`config.mk`:
```
export PLATFORM = sky130hd
export DESIGN_NAME = pipe_ctrl
export DESIGN_NICKNAME = d
export VERILOG_FILES = /design/src/rtl/pipe_ctrl_pkg.sv /design/src/rtl/sat_counter.sv /design/src/rtl/pipe_ctrl.sv
export SDC_FILE = /design/constraint.sdc
export NUM_CORES = 1
export LEC_CHECK = 0
export BUFFER_PORTS_ARGS = -buffer_cell sky130_fd_sc_hd__buf_4
export CAP_MARGIN = 40
export CORE_UTILIZATION = 30
export DETAILED_ROUTE_END_ITERATION = 10
export PLACE_DENSITY = 0.65
export RECOVER_POWER = 100
export SETUP_SLACK_MARGIN = 0.2
export SYNTH_ARGS = -nofsm -noshare
export SYNTH_HDL_FRONTEND = slang
export SYNTH_SLANG_ARGS = --single-unit
```
`constraint.sdc`:
```
create_clock -name clk_i -period 5.8 [get_ports clk_i]
set_clock_uncertainty 0.1 [all_clocks]
set_input_delay 1.16 -clock clk_i [delete_from_list [all_inputs] [get_ports clk_i]]
set_output_delay 1.16 -clock clk_i [all_outputs]
set_load 0.02 [all_outputs]
```
`src/rtl/pipe_ctrl_pkg.sv`:
```
// Shared types and defaults for the pipeline stall/flush sequencer.
package pipe_ctrl_pkg;

   // Sequencer states; the encoding 2'd3 is unused and behaves as RUN.
   typedef enum logic [1:0] {
      PC_RUN      = 2'd0,
      PC_MEM_WAIT = 2'd1,
      PC_MD_WAIT  = 2'd2
   } pc_state_e;

   localparam int XLEN_DEF       = 32;
   localparam int MD_TIMEOUT_DEF = 64;
   localparam int CNT_W_DEF      = 32;

endpackage

```
`src/rtl/sat_counter.sv`:
```
// Saturating up-counter used for the pipeline performance counters.
module sat_counter #(
   parameter int CNT_W = 32
) (
   input  logic             clk_i,
   input  logic             rst_n_i,
   input  logic             inc_i,
   output logic [CNT_W-1:0] cnt_o
);

   logic [CNT_W-1:0] cnt_reg;

   // Count up on each enabled cycle and stick at all-ones.
   always_ff @(posedge clk_i or negedge rst_n_i) begin
      if (!rst_n_i) begin
         cnt_reg <= '0;
      end else if (inc_i && (cnt_reg != {CNT_W{1'b1}})) begin
         cnt_reg <= cnt_reg + CNT_W'(1);
      end
   end

   assign cnt_o = cnt_reg;

endmodule

```
`src/rtl/pipe_ctrl.sv`:
```
// Stall/flush sequencer for the 5-stage pipeline: arbitrates memory wait,
// taken branches, multi-cycle mul/div and load-use hazards.
module pipe_ctrl
   import pipe_ctrl_pkg::*;
#(
   parameter int XLEN       = XLEN_DEF,
   parameter int MD_TIMEOUT = MD_TIMEOUT_DEF,
   parameter int CNT_W      = CNT_W_DEF
) (
   input  logic             clk_i,
   input  logic             rst_n_i,
   input  logic             loaduse_hazard_i,
   input  logic             branch_taken_i,
   input  logic [XLEN-1:0]  branch_target_i,
   input  logic             md_req_i,
   input  logic             md_done_i,
   input  logic             mem_req_i,
   input  logic             mem_ready_i,
   output logic             stall_if_o,
   output logic             stall_id_o,
   output logic             stall_ex_o,
   output logic             stall_mem_o,
   output logic             flush_id_o,
   output logic             flush_ex_o,
   output logic             bubble_mem_o,
   output logic             redirect_o,
   output logic [XLEN-1:0]  redirect_pc_o,
   output logic             md_start_o,
   output logic             md_timeout_o,
   output logic [CNT_W-1:0] stall_cnt_o,
   output logic [CNT_W-1:0] flush_cnt_o
);

   // md_cnt only has to reach MD_TIMEOUT-1 before the wait is abandoned.
   localparam int MDC_W = (MD_TIMEOUT > 2) ? $clog2(MD_TIMEOUT) : 1;
   localparam logic [MDC_W-1:0] MD_LAST = MDC_W'(MD_TIMEOUT - 1);

   pc_state_e        state_reg, state_next;
   logic [MDC_W-1:0] md_cnt_reg, md_cnt_next;
   logic             md_timeout_reg;
   logic             set_timeout;

   // State, mul/div wait counter and sticky abort flag.
   always_ff @(posedge clk_i or negedge rst_n_i) begin
      if (!rst_n_i) begin
         state_reg      <= PC_RUN;
         md_cnt_reg     <= '0;
         md_timeout_reg <= 1'b0;
      end else begin
         state_reg      <= state_next;
         md_cnt_reg     <= md_cnt_next;
         md_timeout_reg <= md_timeout_reg | set_timeout;
      end
   end

   // Next state and per-stage controls; one action per cycle in RUN.
   always_comb begin
      state_next    = state_reg;
      md_cnt_next   = md_cnt_reg;
      set_timeout   = 1'b0;
      stall_if_o    = 1'b0;
      stall_id_o    = 1'b0;
      stall_ex_o    = 1'b0;
      stall_mem_o   = 1'b0;
      flush_id_o    = 1'b0;
      flush_ex_o    = 1'b0;
      bubble_mem_o  = 1'b0;
      redirect_o    = 1'b0;
      redirect_pc_o = '0;
      md_start_o    = 1'b0;
      case (state_reg)
         PC_MEM_WAIT: begin
            // EX is frozen behind MEM, so other hazard inputs are ignored.
            if (mem_ready_i) begin
               state_next = PC_RUN;
            end else begin
               stall_if_o  = 1'b1;
               stall_id_o  = 1'b1;
               stall_ex_o  = 1'b1;
               stall_mem_o = 1'b1;
            end
         end
         PC_MD_WAIT: begin
            md_cnt_next = md_cnt_reg + MDC_W'(1);
            if (md_done_i) begin
               // Result is valid now: let EX advance this cycle.
               state_next = PC_RUN;
            end else if (md_cnt_reg == MD_LAST) begin
               set_timeout = 1'b1;
               state_next  = PC_RUN;
            end else begin
               stall_if_o   = 1'b1;
               stall_id_o   = 1'b1;
               stall_ex_o   = 1'b1;
               bubble_mem_o = 1'b1;
            end
         end
         default: begin
            // RUN, and any illegal encoding recovers through here.
            state_next = PC_RUN;
            if (mem_req_i && !mem_ready_i) begin
               stall_if_o  = 1'b1;
               stall_id_o  = 1'b1;
               stall_ex_o  = 1'b1;
               stall_mem_o = 1'b1;
               state_next  = PC_MEM_WAIT;
            end else if (branch_taken_i) begin
               // Load-use from a wrong-path instruction is moot: it is flushed.
               redirect_o    = 1'b1;
               redirect_pc_o = branch_target_i;
               flush_id_o    = 1'b1;
               flush_ex_o    = 1'b1;
            end else if (md_req_i) begin
               md_start_o   = 1'b1;
               stall_if_o   = 1'b1;
               stall_id_o   = 1'b1;
               stall_ex_o   = 1'b1;
               bubble_mem_o = 1'b1;
               md_cnt_next  = '0;
               state_next   = PC_MD_WAIT;
            end else if (loaduse_hazard_i) begin
               stall_if_o = 1'b1;
               stall_id_o = 1'b1;
               flush_ex_o = 1'b1;
            end
         end
      endcase
   end

   assign md_timeout_o = md_timeout_reg;

   sat_counter #(.CNT_W(CNT_W)) u_stall_cnt (
      .clk_i   (clk_i),
      .rst_n_i (rst_n_i),
      .inc_i   (stall_if_o),
      .cnt_o   (stall_cnt_o)
   );

   sat_counter #(.CNT_W(CNT_W)) u_flush_cnt (
      .clk_i   (clk_i),
      .rst_n_i (rst_n_i),
      .inc_i   (redirect_o),
      .cnt_o   (flush_cnt_o)
   );

endmodule

```
=== Yosys cells after proc, flatten, opt, wreduce, memory -nomap -nowiden ===
Cells that the tools add are included.

* Add/sub/neg operators: 3
* Eq/ne operators: 9
* Muxes and demuxes: 41
* Bitwise logic cells: 2
* Reduce and logical (&&, ||, !) cells: 8

{| class="wikitable"
|+ Operators by type and width
! operator !! count
|-
| two-way mux 32 bit || 3
|-
| adder 32 x 1 -> 32 bit (second input constant) || 2
|-
| != test 32 bit (second input constant) || 2
|-
| two-way mux 1 bit || 23
|-
| two-way mux 6 bit || 3
|-
| two-way mux 2 bit || 6
|-
| one-hot mux 6 bit (2 select lines) || 1
|-
| one-hot mux 1 bit (2 select lines) || 4
|-
| adder 6 x 1 -> 6 bit (second input constant) || 1
|-
| equality test 6 bit (second input constant) || 1
|-
| != test 2 x 1 -> 1 bit (second input constant) || 2
|-
| one-hot mux 2 bit (2 select lines) || 1
|-
| AND reduction 4 bit || 1
|-
| logical AND 1 bit || 3
|-
| != test 3 bit (second input constant) || 1
|-
| equality test 2 x 1 -> 1 bit (second input constant) || 1
|-
| equality test 2 bit (second input constant) || 1
|-
| != test 2 bit (second input constant) || 1
|-
| AND reduction 2 bit || 1
|-
| nonzero test 2 bit || 1
|-
| OR reduction 2 bit || 1
|-
| logical NOT 1 bit || 1
|-
| NOT 1 bit || 1
|-
| bitwise OR 1 bit || 1
|}

* Register bits after elaboration: 73
* Output and inout bits: 106

=== Logic depth before layout (Yosys ltp) ===
Gate-level depths: netlist of the first run.

* Depth in word-level cells: 6
* Depth in mapped cells: 9
* Mapped depth without buffers: 8

=== Modules after synthesis ===
From an unflattened synthesis of the first run, not the netlist that was laid out.

* Cell total of the unflattened synthesis: 407
* Area, all modules: 4,117.7 sq um

{| class="wikitable"
|+ Modules (own cells, without submodules)
! module !! instances !! cells each !! area an instance (sq um) !! seq. area each (sq um)
|-
| sat_counter (u_flush_cnt) || 1 || 151 || 1,624.1 || 800.8
|-
| sat_counter (u_stall_cnt) || 1 || 153 || 1,617.8 || 800.8
|-
| pipe_ctrl || 1 || 103 || 875.8 || 225.2
|}

=== Worst setup path before layout of the first run ===
No wires, ideal clock.

* Path kind: input to output
* From: input port md_done_i
* To: output port stall_if_o
* Arrival: 2.385 ns
* Data required time: 4.540 ns
* Slack: 2.155 ns
* Cell stages on the path: 6
* Cell sequence: and2b_1 -> o21a_1 -> o21ai_2 -> buf_4 -> inv_1 -> buf_4

* Cells in the longest elaborated chain, start to end: 2

{| class="wikitable"
|+ Ends and longest elaborated chain
! element !! RTL line !! text
|-
| start: declaration || pipe_ctrl.sv:16 || <nowiki>input logic md_done_i,</nowiki>
|-
| two-way mux 1 bit || -- ||
|-
| one-hot mux 1 bit (2 select lines) || -- ||
|-
| end: declaration || pipe_ctrl.sv:19 || <nowiki>output logic stall_if_o,</nowiki>
|}

No other way between the ends.

=== Worst setup path in the final report of the first run ===
* From: input port mem_ready_i
* To: output port redirect_pc_o[8]

* Cells in the longest elaborated chain, start to end: 4

{| class="wikitable"
|+ Ends and longest elaborated chain
! element !! RTL line !! text
|-
| start: declaration || pipe_ctrl.sv:18 || <nowiki>input logic mem_ready_i,</nowiki>
|-
| logical NOT 1 bit || pipe_ctrl.sv:101 || <nowiki>if (mem_req_i && !mem_ready_i) begin</nowiki>
|-
| logical AND 1 bit || pipe_ctrl.sv:101 ||
|-
| two-way mux 32 bit || pipe_ctrl.sv:101 ||
|-
| two-way mux 32 bit || pipe_ctrl.sv:71 || <nowiki>case (state_reg)</nowiki>
|-
| end: declaration || pipe_ctrl.sv:27 || <nowiki>output logic [XLEN-1:0] redirect_pc_o,</nowiki>
|}

No other way between the ends.

==> summary.txt, run 1 <==
Floorplan
  • Area of the die: ~14,000 um2
  • Die outline width: 119 um
  • Effective utilization at floorplan: 30.9%
  • Area inside the core boundary: 13,300 um2
  • Die boundary height: 119 um
  • Number of top-level design ports: 146
  • Row Count: 42

Finish
  • Total of fill cells in the finished design: 1,443
  • Final design utilization: 39.0%
  • Inserted Diodes: 0
  • Area grow syn2layout: 26.0%
  • Nets@finish: 593
  • Fraction of final layout cells sized beyond drive strength 1: 15.2%

Synthesis
  • Predominant post-synthesis flop cell: sky130_fd_sc_hd__dfrtp_1
  • Sequential-to-total area share from yosys stat: 44.2%
  • Synthesis Warnings: 0
  • Synthesized Nets: approximately 450
  • Compound-Gate Fraction of Synth Area: between 5 and 6%
  • Post-Synth XOR/XNOR Area: between 10% and 20%
  • Largest family of logic cells by synthesized area: simple AND/OR/NAND/NOR gates
  • Fraction of synthesized area in multiplexers: 0.788%
  • Adder and majority cell fraction of the synthesized area: under 10%
  • Number of different library cells in the post-synthesis netlist: 56
  • Count of mapped cells out of synthesis: between 400 and 500
  • Total standard cell area after synthesis: ~4100 um2
  • Number of flops mapped to enable cells by yosys: 0
  • Area fraction in and, or, nand and nor cells after synthesis: 31.9%
  • Fraction of synthesis flops using an asynchronous set or reset pin: 100%
  • Synthesized area per cell: 10.3 um2
  • Number of register bits inferred by synthesis: 73

Critical path
  • Worst Path Arrival: roughly 3 ns
  • CP required: approximately 4.5 ns
  • Register-to-register setup slack: 2.87 ns
  • Worst Path Max Fanout: 36
  • Sort of element at the start of the critical path: input port
  • Critical path class: input port to primary output
  • Sort of element at the end of the critical path: primary output

Timing
  • Aggregate negative setup slack: 0 ns
  • Number of slew-limit violations in the final report: 32
  • Transition time at the pin with the least slew margin: 1.85 ns
  • Setup slack of the critical path after layout: 1.57 ns
  • Min Clock Period, post-route: 4.23 ns
  • Hold violation count in the final report: 0
  • Setup repair after global routing missed its margin: false
  • Final Cycle Share: between 70% and 80%
  • Worst slew slack as a fraction of its limit: -23.6%
  • Number of setup violations in the final report: 0
  • Achievable clock frequency: between 200 and 250 MHz

Power and ir drop
  • Leak: 2.33 nW
  • Total power density per cell area: 290 nW/um2
  • Largest vdd supply drop: about 0.00013 V

Global routing
  • Global-route usage over all layers: 16.1%
  • Maximum number of pins on one net before global-route repair: 43
  • Wire length of the first global-routing pass: ~18,000 um
  • Vias in the first global route: ~3,500
  • Global route overflow: 0
  • Antenna violations before repair: 0

Flow run
  • Number of max-capacitance violations reported: 1

Clock tree
  • Post-CTS Hold Fix Bufs: 0
  • PostCTS Resize Cnt: 0
  • Clock tree from TritonCTS: yes
  • Clock input transition at the sequential cells of the worst setup and hold paths: 0.05 ns
  • Number of clock sinks: 73
  • Cts bufs inserted: 9
  • Clock tree root driver cell: sky130_fd_sc_hd__clkbuf_16
  • Insertion delay to the later sink of the worst-skew pair: ~0.33 ns
  • Maximum level of the CTS H-tree: 3
  • Longest Clk Path Bufs: 2
  • Number of buffers inserted by post-CTS setup repair: 0

Routing
  • TritonRoute pass-1 iters: 6
  • Post-route DRC violation count: 0
  • Drt first-iter violations: 174
  • Number of nets with antenna violations after routing: 0
  • Overall via count from detail_route: 3,573
  • Detail-routed net length per standard cell: roughly 15 um
  • Routed WL: 11,100 um
  • Via count normalized by instance count: 4.90

Run status
  • Violations in the final reports: max-capacitance violations, max-slew violations
  • Result of the run: finished with violations

Placement
  • Port Buffer Count: 145
  • Routability cong.: 0.875
  • Post-place setup slack: 1.77 ns
  • Half-perimeter wire length after detailed placement: 8460 um

Hold path
  • Worst min-delay path category: flop to flop
cell type report:
class | instances | area [um2] | share of cell area [%]
clock buffers | 12 | 236 | 4.54
clock inverters | 4 | 20.0 | 0.385
inverters | 10 | 37.5 | 0.721
multi-input cells | 307 | 2090 | 40.1
flip-flops and latches | 73 | 1830 | 35.1
well taps | 176 | 220 | 4.23
repair buffers | 147 | 778 | 15.0
worst max-delay path, stage by stage:
cell	delay, ns
sky130_fd_sc_hd__clkbuf_1	0.13
sky130_fd_sc_hd__nand2b_1	0.23
sky130_fd_sc_hd__nand3_1	0.29
sky130_fd_sc_hd__inv_1	0.67
sky130_fd_sc_hd__and2_1	0.22
sky130_fd_sc_hd__clkbuf_1	0.27
where the power goes:
group / leakage, nW / internal, mW / switching (mW)
combinational: 1.22 / 0.135 / 0.246
clock: 0.130 / 0.287 / 0.201
sequential: 0.985 / 0.565 / 0.0758
synthesized netlist by cell type, types with 2 or more instances:
library cell	count	area, um2
sky130_fd_sc_hd__nand3_1	29	145
sky130_fd_sc_hd__and3_1	12	75.1
sky130_fd_sc_hd__or3_1	3	18.8
sky130_fd_sc_hd__nor3_1	13	65.1
sky130_fd_sc_hd__o21a_1	2	15.0
sky130_fd_sc_hd__ha_1	5	62.6
sky130_fd_sc_hd__xor2_1	28	245
sky130_fd_sc_hd__nor3_4	2	32.5
sky130_fd_sc_hd__and4_1	7	61.3
sky130_fd_sc_hd__a31oi_1	4	25.0
sky130_fd_sc_hd__a21oi_1	6	30.0
sky130_fd_sc_hd__nor3b_1	4	30.0
sky130_fd_sc_hd__nor4_1	8	50.1
sky130_fd_sc_hd__buf_6	2	22.5
sky130_fd_sc_hd__and2_1	36	225
sky130_fd_sc_hd__clkbuf_1	5	18.8
sky130_fd_sc_hd__and4_4	2	22.5
sky130_fd_sc_hd__nor3_2	7	70.1
sky130_fd_sc_hd__nand4_4	2	42.5
sky130_fd_sc_hd__nor4b_1	2	17.5
sky130_fd_sc_hd__inv_1	10	37.5
sky130_fd_sc_hd__nor4_2	4	50.1
sky130_fd_sc_hd__dfrtp_1	73	1830
sky130_fd_sc_hd__nor2_1	14	52.6
sky130_fd_sc_hd__xnor2_1	34	298
sky130_fd_sc_hd__nand2_1	28	105
sky130_fd_sc_hd__nand4_1	17	106
sky130_fd_sc_hd__o21ai_0	5	25.0
sky130_fd_sc_hd__buf_4	5	37.5
sky130_fd_sc_hd__o22ai_1	2	12.5
sky130_fd_sc_hd__nand2b_1	6	37.5
through the flow:
step | area (um2) | power, mW | instances | hold WS (ns)
CTS | 5640 | 1.60 | 729 | 0.377
floorplan | 4130 | 0.900 | 402 | 0.380
global route | 5200 | 1.60 | 729 | 0.394
finish | 5200 | 1.51 | 729 | 0.367
detailed placement | 5390 | 1.10 | 713 | 0.364
global placement | 5370 | 1.09 | 712 | 0.354
placed cells by master, fill, tap and decap left out, types with 2 or more instances in the layout:
cell type / instances
sky130_fd_sc_hd__ha_1: 5
sky130_fd_sc_hd__clkbuf_1: 93
sky130_fd_sc_hd__nand2_1: 28
sky130_fd_sc_hd__nor2_1: 14
sky130_fd_sc_hd__inv_1: 10
sky130_fd_sc_hd__nor3_1: 20
sky130_fd_sc_hd__a31oi_1: 5
sky130_fd_sc_hd__and2_0: 19
sky130_fd_sc_hd__o21ai_0: 5
sky130_fd_sc_hd__a21oi_1: 6
sky130_fd_sc_hd__nand4_1: 17
sky130_fd_sc_hd__or3_1: 3
sky130_fd_sc_hd__o22ai_1: 2
sky130_fd_sc_hd__nand2b_1: 6
sky130_fd_sc_hd__nor3b_1: 4
sky130_fd_sc_hd__xor2_1: 28
sky130_fd_sc_hd__and4_1: 7
sky130_fd_sc_hd__o21a_1: 2
sky130_fd_sc_hd__clkinv_2: 4
sky130_fd_sc_hd__nand4_4: 2
sky130_fd_sc_hd__nor4_1: 11
sky130_fd_sc_hd__buf_4: 55
sky130_fd_sc_hd__and3_1: 12
sky130_fd_sc_hd__and4_4: 2
sky130_fd_sc_hd__nor4b_1: 3
sky130_fd_sc_hd__xnor2_1: 34
sky130_fd_sc_hd__nand3_1: 30
sky130_fd_sc_hd__clkbuf_16: 9
sky130_fd_sc_hd__a2111oi_0: 2
sky130_fd_sc_hd__dfrtp_1: 73
sky130_fd_sc_hd__and2_1: 17
metal layers:
layer	up-vias	wire [um]	track usage, %
li1	1728	-	-
met5	-	0	0
met4	0	175	5.00
met3	14	760	5.08
met1	1689	4760	19.0
met2	142	5380	27.8
cells by family (layout without fill, tap and decap cells):
group,after synthesis,in the layout
muxes,3,3
AOI/OAI and AO/OA,30,30
DFF,73,73
adders and majority gates,5,5
and+or+nand+nor,207,207
xor gates and xnor gates,62,62
buffers and inverters,22,173
path summary, 6_finish.rpt:
check                                   from                     to  cells after the start
worst max-delay path             mem_ready_i       redirect_pc_o[8]                      6
worst min-delay path            md_timeout_o           md_timeout_o                      1
worst max register to register  state_reg[0]  u_flush_cnt.cnt_o[21]                      7
worst min register to register  md_timeout_o           md_timeout_o                      1
max in group asynchronous            rst_n_i  u_flush_cnt.cnt_o[21]                      1
min in group asynchronous            rst_n_i  u_stall_cnt.cnt_o[27]                      1
No activity file was read; power rests on OpenSTA's default activity.
==> run 2: changes to the inputs <==
--- a/config.mk
+++ b/config.mk
@@ -5,11 +5,12 @@
 export SDC_FILE = /design/constraint.sdc
 export NUM_CORES = 1
 export LEC_CHECK = 0
+export ABC_AREA = 1
 export BUFFER_PORTS_ARGS = -buffer_cell sky130_fd_sc_hd__buf_4
 export CAP_MARGIN = 40
 export CORE_UTILIZATION = 30
 export DETAILED_ROUTE_END_ITERATION = 10
-export PLACE_DENSITY = 0.65
+export PLACE_DENSITY = 0.63
 export RECOVER_POWER = 100
 export SETUP_SLACK_MARGIN = 0.2
 export SYNTH_ARGS = -nofsm -noshare
==> constraint.sdc (replaced) <==
create_clock -name clk_i -period 4.3 [get_ports clk_i]
set_clock_uncertainty 0.1 [all_clocks]
set_input_delay 0.86 -clock clk_i [delete_from_list [all_inputs] [get_ports clk_i]]
set_output_delay 0.86 -clock clk_i [all_outputs]
set_load 0.02 [all_outputs]
==> run 2 against run 1 <==
  * The run still ends with max-capacitance violations, max-slew violations left
  * Global-route usage up 1.4 points
  * Critical path type is now flop to flop
  * Sequential cell count unchanged
  * Critical endpoint is now u_stall_cnt.cnt_o[26]
  * Total power up 38%
  * Worst setup slack worse by 0.68 ns
==> summary.txt, run 2 <==
Synthesis
  • Share of Yosys cell area claimed by the top area cell type: 35.9% (-8.4 points)
  • Synthesized area per cell: 6.13 um2 (-40%)
  • Cell type with the highest aggregate area in the netlist: sky130_fd_sc_hd__dfrtp_1
  • Count of mapped cells out of synthesis: 831 (+110%)
  • Top-count cell post-synth: sky130_fd_sc_hd__nand2_1
  • Number of flops mapped to enable cells by yosys: 0 (unchanged)
  • Synthesis Warnings: 0 (unchanged)
  • Total standard cell area after synthesis: 5090 um2 (+23%)
  • Number of different library cells in the post-synthesis netlist: 24 (-57%)
  • Cell types with the largest area share after synthesis: sky130_fd_sc_hd__dfrtp_1 (36%), sky130_fd_sc_hd__nand2_1 (30%), sky130_fd_sc_hd__nor2_1 (10%), sky130_fd_sc_hd__inv_1 (6.0%), sky130_fd_sc_hd__xor2_1 (3.1%)
  • Sequential-to-total area share from yosys stat: 35.9% (-8.4 points)
  • Number of register bits inferred by synthesis: 73 (unchanged)
  • List of most frequent post-synthesis cells: sky130_fd_sc_hd__nand2_1 (401), sky130_fd_sc_hd__nor2_1 (142), sky130_fd_sc_hd__inv_1 (82)
  • Synthesized Nets: 876 (+96%)
  • Fraction of synthesis flops using an asynchronous set or reset pin: 100% (unchanged)
  • Predominant post-synthesis flop cell: sky130_fd_sc_hd__dfrtp_1

Clock tree
  • Longest Clk Path Bufs: 2 (unchanged)
  • Number of buffers inserted by post-CTS setup repair: 0 (unchanged)
  • Post-CTS Hold Fix Bufs: 0 (unchanged)
  • Insertion delay to the later sink of the worst-skew pair: 0.34 ns (about the same)
  • Cts bufs inserted: 9 (unchanged)
  • Maximum level of the CTS H-tree: 3 (unchanged)
  • Clock tree root driver cell: sky130_fd_sc_hd__clkbuf_16
  • Clock tree from TritonCTS: yes
  • Clock input transition at the sequential cells of the worst setup and hold paths: 0.06 ns (about the same)
  • Number of clock sinks: 73 (unchanged)
  • PostCTS Resize Cnt: 0 (unchanged)

Floorplan
  • Die boundary height: 132 um (+11%)
  • Number of top-level design ports: 146 (unchanged)
  • Effective utilization at floorplan: 30.7% (-0.23 points)
  • Area of the die: 17,500 um2 (+23%)
  • Area inside the core boundary: 16,600 um2 (+24%)
  • Die outline width: 132 um (+11%)
  • Row Count: 47 (+12%)

Critical path
  • Register-to-register setup slack: 0.89 ns (-1.98 ns)
  • Worst Path Max Fanout: 35 (-2.8%)
  • Sort of element at the end of the critical path: flop
  • Critical path class: flop to flop
  • Launching element of the worst setup path: u_stall_cnt.cnt_o[0]
  • Critical path destination: u_stall_cnt.cnt_o[26]
  • Worst Path Arrival: 3.55 ns (+0.58 ns)
  • Origin of the critical flop-to-flop path: u_stall_cnt.cnt_o[0]
  • Worst R2R Path Depth: 10 (+3)
  • Sort of element at the start of the critical path: flop
  • CP required: 4.43 ns (-0.11 ns)
  • Worst reg2reg endpoint: u_stall_cnt.cnt_o[26]

Power and ir drop
  • Leak: 3.03 nW (+30%)
  • Largest vdd supply drop: 0.000277 V (+110%)
  • Total power density per cell area: 336 nW/um2 (+16%)
  • Design Power: 2.08 mW (+38%)

Placement
  • Routability cong.: 0.870 (-0.66%)
  • # placed instances: 1,182 (+66%)
  • Port Buffer Count: 145 (unchanged)
  • Half-perimeter wire length after detailed placement: 11,000 um (+30%)
  • Standard cell area after detailed placement: 6390 um2 (+19%)
  • Post-place setup slack: 1.09 ns (-0.677 ns)

Routing
  • Routed WL: 14,500 um (+31%)
  • Post-route DRC violation count: 0 (unchanged)
  • Detail-routed net length per standard cell: 12.1 um (-20%)
  • TritonRoute pass-1 iters: 5 (-1)
  • Drt first-iter violations: 288 (+66%)
  • Via count normalized by instance count: 4.43 (-9.5%)
  • Number of nets with antenna violations after routing: 0 (unchanged)
  • Overall via count from detail_route: 5,307 (+49%)

Finish
  • Nets@finish: 1,018 (+72%)
  • Inserted Diodes: 0 (unchanged)
  • Post-route design area: 6200 um2 (+19%)
  • Area grow syn2layout: 21.7%
  • Fraction of final layout cells sized beyond drive strength 1: 6.24% (-8.9 points)
  • Non-filler cells in the finished layout: 1,197 (+64%)
  • Most frequent cells in the layout: sky130_fd_sc_hd__nand2_1 (406), sky130_fd_sc_hd__nor2_1 (143), sky130_fd_sc_hd__clkbuf_1 (107)
  • Most common cell after layout, fill and taps aside: sky130_fd_sc_hd__nand2_1
  • Final design utilization: 37.4% (-1.6 points)

Timing
  • Worst slew slack as a fraction of its limit: -2.87% (+21 points)
  • Min Clock Period, post-route: between 3 and 4 ns
  • Hold violation count in the final report: 0 (unchanged)
  • Number of setup violations in the final report: 0 (unchanged)
  • Setup slack of the critical path after layout: 0.886 ns (-0.680 ns)
  • Minimum hold slack: 0.367 ns (+0.000896 ns)
  • Transition time at the pin with the least slew margin: 1.54 ns (-0.311 ns)
  • Setup repair after global routing missed its margin: false
  • Number of slew-limit violations in the final report: 59 (+84%)
  • Achievable clock frequency: approximately 300 MHz
  • Aggregate negative setup slack: 0 ns (unchanged)
  • Final Cycle Share: 79.4%

Flow run
  • Number of max-capacitance violations reported: 1 (unchanged)

Global routing
  • Vias in the first global route: 4,962 (+40%)
  • Antenna violations before repair: 0 (unchanged)
  • Maximum number of pins on one net before global-route repair: 59 (+37%)
  • Global route overflow: 0 (unchanged)
  • Global-route usage over all layers: 17.5% (+1.4 points)
  • Wire length of the first global-routing pass: 24,400 um (+36%)

Hold path
  • Worst min-delay path category: flop to flop
  • Worst hold start: md_timeout_o

Run status
  • Violations in the final reports: max-capacitance violations, max-slew violations
  • Result of the run: finished with violations
run 2: cell types whose count changed after synthesis, sizes merged, moves of 9 or more:
cell,change
and4,-9
nor2,+131
nand2,+379
nand3b,+13
xor2,-10
and2,-36
inv,+76
nor3,-20
nor4,-12
and3,-14
nand4,-16
xnor2,-21
run 2: area by class of cell:
| type | instances | area, um2 |
|---|---|---|
| Multi-Input combinational cell | 656 | 2800 |
| Fill cell | 1918 | 10400 |
| Clock inverter | 5 | 32.5 |
| Timing Repair Buffer | 147 | 699 |
| Inverter | 86 | 323 |
| Sequential cell | 73 | 1830 |
| Clock buffer | 10 | 239 |
| Tap cell | 220 | 275 |
run 2: per-layer routing:
layer  track usage, %  vias up  wire length, um
met4             5.17        0              198
met1             22.5     2373             6790
met5                0        -                0
met3             4.19       16              758
li1                 -     2786                -
met2             29.0      132             6800
run 2: critical path, stage by stage, from the launching register on:
cell and delay, ns:
sky130_fd_sc_hd__dfrtp_1 0.50, sky130_fd_sc_hd__ha_1 0.35, sky130_fd_sc_hd__nand3_1 0.19, sky130_fd_sc_hd__inv_1 0.14, sky130_fd_sc_hd__nand2_1 0.15, sky130_fd_sc_hd__nor2_4 0.16
sky130_fd_sc_hd__nand2_1 0.10, sky130_fd_sc_hd__nand2_1 0.85, sky130_fd_sc_hd__inv_2 0.49, sky130_fd_sc_hd__nand2_1 0.18, sky130_fd_sc_hd__nand2_1 0.07
run 2: how the worst min path moves through the flow:
stage	end	cells after the start	slack, ns
6_report	md_timeout_o	1	0.37
5_1_grt	md_timeout_o	1	0.40
4_1_cts	u_stall_cnt.cnt_o[22]	1	0.28
3_5_place_dp	md_timeout_o	1	0.36
3_3_place_gp	md_timeout_o	1	0.36
2_1_floorplan	state_reg[1]	2	0.38
run 2: power by group:
part / leakage, nW / switching, mW / internal [mW]
registers: 1.00 / 0.0987 / 0.748
clock network: 0.126 / 0.301 / 0.401
logic: 1.91 / 0.375 / 0.157
run 2: cells by family after synthesis:
kind of cell	Yosys count	share of synthesized area [%]
compound gates	15	1.55
fa+ha+maj	5	1.23
xor+xnor	31	5.33
buf+inv	102	8.43
simple gates	605	47.6
flops	73	35.9
==> run 3: changes to the inputs <==
--- a/config.mk
+++ b/config.mk
@@ -10,7 +10,7 @@
 export CAP_MARGIN = 40
 export CORE_UTILIZATION = 30
 export DETAILED_ROUTE_END_ITERATION = 10
-export PLACE_DENSITY = 0.63
+export PLACE_DENSITY = 0.65
 export RECOVER_POWER = 100
 export SETUP_SLACK_MARGIN = 0.2
 export SYNTH_ARGS = -nofsm -noshare
==> constraint.sdc (replaced) <==
create_clock -name clk_i -period 2.77 [get_ports clk_i]
set_clock_uncertainty 0.1 [all_clocks]
set_input_delay 0.554 -clock clk_i [delete_from_list [all_inputs] [get_ports clk_i]]
set_output_delay 0.554 -clock clk_i [all_outputs]
set_load 0.02 [all_outputs]
==> run 3 against run 2 <==
  * The flow still finishes with violations (max-capacitance violations, max-slew violations)
  * Sequential cell count unchanged
  * Non-clock buffer count grew 9
  * Worst hold slack improved by 0.011 ns
  * Count of clock-buffer cells in the layout shrank 1
  * Total power increased by 64%
==> summary.txt, run 3 (synthesis gave the netlist of run 2 again) <==
Floorplan
  • Die outline width: 132 um (unchanged)
  • Number of top-level design ports: 146 (unchanged)
  • Die boundary height: 132 um (unchanged)
  • Area of the die: 17,500 um2 (unchanged)
  • Area inside the core boundary: 16,600 um2 (unchanged)
  • Effective utilization at floorplan: 30.7% (unchanged)
  • Row Count: 47 (unchanged)

Power and ir drop
  • Design Power: 3.41 mW (+64%)
  • Largest vdd supply drop: 0.000418 V (+51%)
  • Total power density per cell area: 519 nW/um2 (+55%)
  • Leak: 3.26 nW (+7.4%)

Clock tree
  • Number of clock sinks: 73 (unchanged)
  • Clock tree from TritonCTS: yes
  • Clock tree root driver cell: sky130_fd_sc_hd__clkbuf_16
  • Insertion delay to the later sink of the worst-skew pair: 0.35 ns (about the same)
  • Maximum level of the CTS H-tree: 3 (unchanged)
  • Clock input transition at the sequential cells of the worst setup and hold paths: 0.06 ns (about the same)
  • Post-CTS Hold Fix Bufs: 0 (unchanged)
  • Cts bufs inserted: 9 (unchanged)
  • Longest Clk Path Bufs: 2 (unchanged)

Timing
  • Transition time at the pin with the least slew margin: 1.86 ns (+0.321 ns)
  • Minimum hold slack: 0.378 ns (+0.0109 ns)
  • Hold violation count in the final report: 0 (unchanged)
  • Aggregate negative setup slack: 0 ns (unchanged)
  • Number of setup violations in the final report: 0 (unchanged)
  • Setup repair after global routing missed its margin: true
  • Number of slew-limit violations in the final report: 34 (-42%)
  • Achievable clock frequency: 391 MHz
  • Min Clock Period, post-route: 2.56 ns
  • Worst slew slack as a fraction of its limit: -24.3% (-21 points)
  • Final Cycle Share: 92.4%

Critical path
  • Highest cell delay on the worst timing path: 0.36 ns (-0.49 ns)
  • Sort of element at the end of the critical path: primary output
  • Critical path buffer and inverter count: 4 (+2)
  • CP required: 2.12 ns (-2.31 ns)
  • Worst Path Max Fanout: 8 (-77%)
  • Critical path, cell by cell: inv_2 > ha_1 > nand2_4 > nor2_4 > clkinvlp_4 > buf_6 > nor2_1 > buf_4
  • Worst Path Arrival: 1.90 ns (-1.65 ns)
  • Sort of element at the start of the critical path: flop
  • Kind of cell with the highest combined delay on the critical path: buffers and inverters
  • Worst R2R Path Depth: 10 (unchanged)
  • Master of the slowest instance on the critical path: sky130_fd_sc_hd__dfrtp_1
  • Worst reg2reg endpoint: u_flush_cnt.cnt_o[26]
  • Origin of the critical flop-to-flop path: u_flush_cnt.cnt_o[0]
  • Critical path class: flop to primary output
  • Register-to-register setup slack: 0.38 ns (-0.51 ns)

Finish
  • Final design utilization: 39.7% (+2.3 points)
  • Fraction of final layout cells sized beyond drive strength 1: 13.6% (+7.3 points)
  • Area grow syn2layout: 29.1%
  • Most frequent cells in the layout: sky130_fd_sc_hd__nand2_1 (402), sky130_fd_sc_hd__nor2_1 (128), sky130_fd_sc_hd__inv_1 (81)
  • Inserted Diodes: 0 (unchanged)
  • Most common cell after layout, fill and taps aside: sky130_fd_sc_hd__nand2_1
  • Total of fill cells in the finished design: 1,850 (-3.5%)
  • Nets@finish: 1,028 (+0.98%)

Placement
  • Port Buffer Count: 145 (unchanged)
  • Routability cong.: 0.878 (+0.98%)
  • Half-perimeter wire length after detailed placement: 10,900 um (-0.98%)

Global routing
  • Wire length of the first global-routing pass: 24,100 um (-1.4%)
  • Maximum number of pins on one net before global-route repair: 41 (-31%)
  • Global route overflow: 0 (unchanged)
  • Global-route usage over all layers: 17.0% (-0.43 points)
  • Vias in the first global route: 4,949 (-0.26%)
  • Antenna violations before repair: 0 (unchanged)

Routing
  • Number of nets with antenna violations after routing: 0 (unchanged)
  • Via count normalized by instance count: 4.49 (+1.3%)
  • Routed WL: 14,500 um (-0.19%)
  • TritonRoute pass-1 iters: 6 (+1)
  • Overall via count from detail_route: 5,427 (+2.3%)
  • Detail-routed net length per standard cell: 12.0 um (-1.1%)
  • Post-route DRC violation count: 0 (unchanged)
  • Drt first-iter violations: 235 (-18%)

Hold path
  • Worst min-delay path category: flop to flop
  • Worst hold start: md_timeout_o
  • Hold-critical path depth: 1 (unchanged)
  • Hold Path End: md_timeout_o

Run status
  • Result of the run: finished with violations
  • Violations in the final reports: max-capacitance violations, max-slew violations

Flow run
  • Number of max-capacitance violations reported: 1 (unchanged)
[run 3: layout make-up]
type	instances	area, um2	share of cell area (%)
clock inverter	7	61.3	0.932
timing repair buffer	156	948	14.4
clock buffer	9	225	3.42
sequential	73	1830	27.8
multi-input combinational	656	2900	44.1
inverter	86	329	5.00
timing repair inverter	1	7.51	0.114
tap	220	275	4.19
[run 3: worst max path at each step]
| stage | start | to | slack, ns | cells past startpoint |
|---|---|---|---|---|
| after floorplan | state_reg[0] | redirect_pc_o[10] | 0.24 | 7 |
| after global placement | mem_ready_i | redirect_pc_o[17] | 0.27 | 8 |
| after detailed placement | mem_ready_i | redirect_pc_o[25] | 0.18 | 8 |
| after CTS | state_reg[1] | redirect_pc_o[14] | 0.20 | 7 |
| after global routing | state_reg[0] | redirect_pc_o[1] | 0.08 | 8 |
| final | state_reg[0] | redirect_pc_o[27] | 0.21 | 8 |
[run 3: per-stage QoR]
| step | instances | area [um2] | setup slack (ns) |
|---|---|---|---|
| after floorplan | 831 | 5090 | 0.239 |
| after global placement | 1185 | 6400 | 0.266 |
| after detailed placement | 1185 | 6400 | 0.181 |
| after CTS | 1207 | 6760 | 0.202 |
| after global routing | 1208 | 6580 | 0.0833 |
| final | 1208 | 6580 | 0.211 |
[run 3: repair_timing]
item / in CTS / in global routing
pin swaps: 1 / 2
buffers inserted: 5 / 1
setup endpoints to repair: 34 / 50
resized for setup: 5 / 33
cloned: 1 / 0
[run 3: report_power, final]
part / total (mW) / leakage (nW) / internal [mW] / switching (mW)
clock: 1.13 / 0.135 / 0.622 / 0.508
sequential: 1.30 / 1.00 / 1.16 / 0.141
combinational: 0.982 / 2.12 / 0.348 / 0.634
total: 3.41 / 3.26 / 2.13 / 1.28
[run 3: metal layers]
layer / up-vias / routed length [um] / GRT usage [%]
li1: 2806 / - / -
met1: 2454 / 6680 / 22.0
met2: 150 / 6850 / 28.8
met3: 17 / 777 / 3.54
met4: 0 / 203 / 4.53
met5: - / 0 / 0
